File: src/rtl/instruction_fetch_unit.sv
// Instruction fetch unit: owns the PC, reads a combinational instruction
// memory, and queues {pc, instruction} pairs in a small FIFO. The head of the
// FIFO goes to the decoder.
//
// Handshake: the head entry is transferred on a rising clock edge where
// outValid && outReady are both 1. outValid does not depend combinationally
// on outReady, and the outputs change only after a clock edge.
module instruction_fetch_unit #(
  parameter int                    ADDR_WIDTH  = 64,
  parameter int                    INSTR_WIDTH = 32,
  parameter logic [ADDR_WIDTH-1:0] RESET_PC    = '0,
  parameter int                    BUF_DEPTH   = 2
) (
  input  logic                   clock,
  input  logic                   reset,
  output logic [ADDR_WIDTH-1:0]  readAddress,
  input  logic [INSTR_WIDTH-1:0] instruction,
  input  logic                   branchTaken,
  input  logic [ADDR_WIDTH-1:0]  branchTarget,
  output logic                   outValid,
  input  logic                   outReady,
  output logic [INSTR_WIDTH-1:0] outInstruction,
  output logic [ADDR_WIDTH-1:0]  outPC,
  output logic                   misaligned
);

  localparam int PW = (BUF_DEPTH > 1) ? $clog2(BUF_DEPTH) : 1;
  localparam int CW = $clog2(BUF_DEPTH + 1);

  logic [ADDR_WIDTH-1:0]  r_pc;
  logic [CW-1:0]          r_count;
  logic [PW-1:0]          r_rd_ptr;
  logic [PW-1:0]          r_wr_ptr;
  logic                   r_misaligned;
  logic [ADDR_WIDTH-1:0]  r_out_pc;
  logic [INSTR_WIDTH-1:0] r_out_instr;
  logic [ADDR_WIDTH-1:0]  r_buf_pc    [BUF_DEPTH];
  logic [INSTR_WIDTH-1:0] r_buf_instr [BUF_DEPTH];

  logic                   w_pop;
  logic                   w_push;
  logic                   w_stall_full;
  logic [CW-1:0]          w_count_after_pop;
  logic [CW-1:0]          w_count_next;
  logic [PW-1:0]          w_rd_next;
  logic [ADDR_WIDTH-1:0]  w_head_pc;
  logic [INSTR_WIDTH-1:0] w_head_instr;

  assign readAddress    = r_pc;
  assign outValid       = (r_count != '0);
  assign outPC          = r_out_pc;
  assign outInstruction = r_out_instr;
  assign misaligned     = r_misaligned;

  // Pop, push and the occupancy that results from them. A redirect flushes
  // the buffer, but a head accepted in the same cycle still counts as consumed.
  always_comb begin
    w_pop             = outValid && outReady;
    w_stall_full      = (r_count == CW'(BUF_DEPTH)) && !w_pop;
    w_push            = !branchTaken && !w_stall_full;
    w_count_after_pop = r_count - CW'(w_pop);
    w_rd_next         = r_rd_ptr + PW'(w_pop);
    w_count_next      = branchTaken ? '0 : (w_count_after_pop + CW'(w_push));
  end

  // Select the entry that will be at the head after this edge. If the buffer
  // drains this cycle, the head is the word being fetched now.
  always_comb begin
    w_head_pc    = r_buf_pc[w_rd_next];
    w_head_instr = r_buf_instr[w_rd_next];
    if (w_count_after_pop == '0) begin
      w_head_pc    = r_pc;
      w_head_instr = instruction;
    end
  end

  // PC, pointers, occupancy, the sticky misaligned flag and the head output registers.
  always_ff @(posedge clock) begin
    if (reset) begin
      r_pc         <= RESET_PC;
      r_count      <= '0;
      r_rd_ptr     <= '0;
      r_wr_ptr     <= '0;
      r_misaligned <= 1'b0;
      r_out_pc     <= '0;
      r_out_instr  <= '0;
    end else begin
      r_count <= w_count_next;
      if (branchTaken) begin
        r_pc         <= {branchTarget[ADDR_WIDTH-1:2], 2'b00};
        r_rd_ptr     <= '0;
        r_wr_ptr     <= '0;
        r_misaligned <= r_misaligned | (branchTarget[1:0] != 2'b00);
      end else begin
        r_rd_ptr <= w_rd_next;
        if (w_push) begin
          r_pc     <= r_pc + ADDR_WIDTH'(4);
          r_wr_ptr <= r_wr_ptr + PW'(1);
        end
      end
      if (w_count_next != '0) begin
        r_out_pc    <= w_head_pc;
        r_out_instr <= w_head_instr;
      end
    end
  end

  // Buffer storage. It needs no reset because occupancy gates every read.
  always_ff @(posedge clock) begin
    if (!reset && w_push) begin
      r_buf_pc[r_wr_ptr]    <= r_pc;
      r_buf_instr[r_wr_ptr] <= instruction;
    end
  end

endmodule

File: config.mk
export PLATFORM = sky130hd
export DESIGN_NAME = instruction_fetch_unit
export DESIGN_NICKNAME = d
export VERILOG_FILES = /design/src/rtl/instruction_fetch_unit.sv
export SDC_FILE = /design/constraint.sdc
export NUM_CORES = 1
export LEC_CHECK = 0
export BUFFER_PORTS_ARGS = -buffer_cell sky130_fd_sc_hd__clkbuf_2
export CAP_MARGIN = 20
export CORE_UTILIZATION = 56
export DETAILED_ROUTE_END_ITERATION = 8
export GPL_TIMING_DRIVEN = 0
export PLACE_DENSITY = 0.86
export SYNTH_ARGS = -nofsm -noshare
export SYNTH_HDL_FRONTEND = slang
export SYNTH_SLANG_ARGS = --single-unit
File: constraint.sdc
create_clock -name clock -period 16.2 [get_ports clock]
set_input_delay 3.24 -clock clock [delete_from_list [all_inputs] [get_ports clock]]
set_output_delay 3.24 -clock clock [all_outputs]
set_load 0.05 [all_outputs]
==> flow_metrics.tcl <==
set metrics [dict create \
    synth_sequential_area_ratio_pct 61.7 \
    number_of_enable_flip_flop_cells_after_synthesis 188 \
    worst_hold_startpoint "misaligned" \
    ys_top_cells_by_count "sky130_fd_sc_hd__edfxtp_1, sky130_fd_sc_hd__dfxtp_1, sky130_fd_sc_hd__nor2_1, sky130_fd_sc_hd__a21oi_1, sky130_fd_sc_hd__mux2i_1" \
    topRoutingLayerUsed "met5" \
    post-cts-setup-buffer-count 0 \
    synth_seq_cells 349 \
    clock_latency_ns 0.52 \
    hold_viol 0 \
    finalWeightedCongestion 0.880 \
    gr-total-overflow 0 \
    detailed_place_hpwl_um 27400 \
    boundaryPins 262 \
    antenna_violations_before_repair 3 \
    max_freq_ghz 0.144 \
    setup.worst_path.class "in2reg" \
    post-route-drc-count 0 \
    pwr_density_cell_nw_per_um2 135 \
    synth_cell_type_count 59 \
    critPathLaunchType "input pin" \
    timing.max_cap.violations 0 \
    cts.repair.resized 0 \
    cp-end-kind "flip-flop" \
    worst_clock_skew_ns 0.0174 \
    maxSlewHeadroom_pct 34.9 \
    post-synth-top-area-cell "sky130_fd_sc_hd__edfxtp_1" \
    cts_buffer_depth 3 \
    flow.area_growth_from_synthesis_pct 21.0 \
    die_w_um 162 \
    rsz0062_at_grt "no" \
    final_layout_size_suffix_gt1_share_pct 22.5 \
    yosysMostFrequentCell "sky130_fd_sc_hd__edfxtp_1" \
    cell_depth_of_the_worst_flop_to_flop_path 10 \
    core.rowCount 58 \
    finalSetupViolations 0 \
    fin_tns_setup_ns 0 \
    cts_buf_count 36 \
    largest_net_degree_at_the_start_of_global_routing 62 \
    cts_tree "done" \
    run_status "finished clean" \
    cts-hold-fix-buffers 0 \
    worst_pin_slew_ns 0.968 \
    ir_drop_mv 0.0967 \
    placed_area_um2 16200 \
    drtAntennaViolNets 0 \
    power.leakage_nw 7.28 \
    asyncSetResetFlopFracSynth_pct 0 \
    timing.hold.ws_ns 0.470 \
    first_global_vias 11200 \
    post_synth_instance_area_um2 14400 \
    wl_met3_um 3760 \
    grtUsageTotal_pct 30.0 \
    rr_startpoint "r_count[1]" \
    final.min_clock_period_ns 6.93 \
    drt-pass1-iter-count 5 \
    timing.hold.worst.class "reg2reg" \
    drt-wirelength-per-cell_um 21.1 \
    postSynthAreaPerCell_um2 11.8 \
    fin_util_pct 69.1 \
    yosys_warnings 0 \
    global_route_wire_length_before_repair_um 61100 \
    critPathLaunch "branchTaken" \
    path_clk_slew_ns 0.06 \
    peak_fanout_along_the_critical_path 10 \
    start_util_pct 57.1 \
    post_drt_via_cell_ratio 6.09 \
    placement.io_buffers 256 \
    ctsHtreeMaxLevel 2 \
    ys_top_cells_by_area "sky130_fd_sc_hd__edfxtp_1, sky130_fd_sc_hd__dfxtp_1, sky130_fd_sc_hd__mux2i_1" \
    tritoncts_num_sinks 349 \
    chipHeight_um 162 \
    cp.required_ns 16.64 \
    synthFlopType "sky130_fd_sc_hd__edfxtp_1" \
    design.die.area_um2 26300 \
    met1_length_um 15800 \
    hold_path_depth 2 \
    core_area_um2 25200 \
    synthDominantCellAreaShare_pct 39.3 \
    numPlacedInstances 1823 \
    detail_route.wirelength_um 39800 \
    synth_cells 1220 \
    cts.root.buffer_cell "sky130_fd_sc_hd__clkbuf_16" \
    vias 11500 \
    number_of_nets_in_the_finished_design 1634 \
    count_of_final_max_slew_check_failures 0 \
    final_cell_count_no_fill 1889 \
    drt_first_iter_violations 1134 \
    worst_ep_arrival_time_ns 7.37 \
    fill_cells 1738 \
    stdcell_area_um2 17400 \
    fin_crit_sh_pct 42.8 \
    wl_met2_um 18800 \
]
-- cell type report --
type,instances,area (um2),area share (%)
timing repair buffer,270,1410,8.11
antenna,2,5.00,0.0288
clock inverter,17,196,1.13
tap,330,413,2.37
sequential,349,8870,51.0
inverter,24,90.1,0.518
multi-input combinational,761,5070,29.2
clock buffer,47,973,5.60
buffer,89,365,2.10
-- sequential cells by signal (all words and copies together) (netlist names) --
register	cells
r_wr_ptr	1
r_count	2
misaligned	1
r_buf_instr	64
outPC	62
r_buf_pc	124
r_rd_ptr	1
readAddress	62
outInstruction	32
-- metrics by stage --
step	worst slack, ns	total power, W
6_report	9.27	0.00235
5_1_grt	9.20	0.00243
3_5_place_dp	8.85	0.00154
4_1_cts	9.35	0.00236
2_1_floorplan	2.83	0.00140
3_3_place_gp	-2.75	0.00153
-- final timing paths --
check,slack [ns],endpoint
max,9.27,outInstruction[25]
min,0.47,misaligned
max reg2reg,12.14,outInstruction[25]
min reg2reg,0.47,misaligned
-- layer usage --
layer / GRT usage, % / vias up
met5: 0 / -
met4: 13.6 / 2
met3: 6.46 / 103
met2: 48.6 / 606
met1: 38.5 / 5583
li1: - / 5201
-- logic make-up after synthesis --
family | after synthesis | share of synthesized area (%)
xor+xnor | 38 | 2.31
buf+inv | 113 | 3.17
fa+ha+maj | 3 | 0.261
simple gates | 339 | 12.0
compound gates | 279 | 13.8
mux | 98 | 6.82
flops | 349 | 61.7
other cells | 1 | 0.0261
-- report_power, final --
| part | internal (W) | total [W] | switching [W] |
|---|---|---|---|
| Clock | 0.000490 | 0.000824 | 0.000334 |
| Sequential | 0.000997 | 0.00105 | 0.0000503 |
| Combinational | 0.000131 | 0.000479 | 0.000348 |
-- worst max-delay path, cell delays in order --
cell                       delay, ns
sky130_fd_sc_hd__clkbuf_2       0.17
sky130_fd_sc_hd__clkbuf_1       0.41
sky130_fd_sc_hd__clkbuf_1       0.43
sky130_fd_sc_hd__buf_1          0.44
sky130_fd_sc_hd__nor2_1         0.10
sky130_fd_sc_hd__ha_1           0.23
sky130_fd_sc_hd__xor2_1         0.18
sky130_fd_sc_hd__nor2b_1        0.16
sky130_fd_sc_hd__nor3_1         0.53
sky130_fd_sc_hd__clkbuf_1       0.76
sky130_fd_sc_hd__clkbuf_1       0.48
sky130_fd_sc_hd__a22o_1         0.22
-- cells in the final DEF, fill, tap and decap left out, types with 16 or more instances in the layout --
cell type / n
sky130_fd_sc_hd__clkbuf_2: 256
sky130_fd_sc_hd__edfxtp_1: 188
sky130_fd_sc_hd__dfxtp_1: 161
sky130_fd_sc_hd__nor2_1: 146
sky130_fd_sc_hd__a21oi_1: 108
sky130_fd_sc_hd__mux2i_1: 98
sky130_fd_sc_hd__a22o_1: 94
sky130_fd_sc_hd__clkbuf_1: 82
sky130_fd_sc_hd__nand2_1: 45
sky130_fd_sc_hd__clkbuf_16: 37
sky130_fd_sc_hd__nand3_1: 26
sky130_fd_sc_hd__a211oi_1: 26
sky130_fd_sc_hd__inv_1: 24
sky130_fd_sc_hd__nand4_1: 23
sky130_fd_sc_hd__xnor2_1: 19
sky130_fd_sc_hd__xor2_1: 19
sky130_fd_sc_hd__nor4_1: 17
sky130_fd_sc_hd__and4_1: 16
sky130_fd_sc_hd__buf_4: 16
No activity file was read; power rests on OpenSTA's default activity.
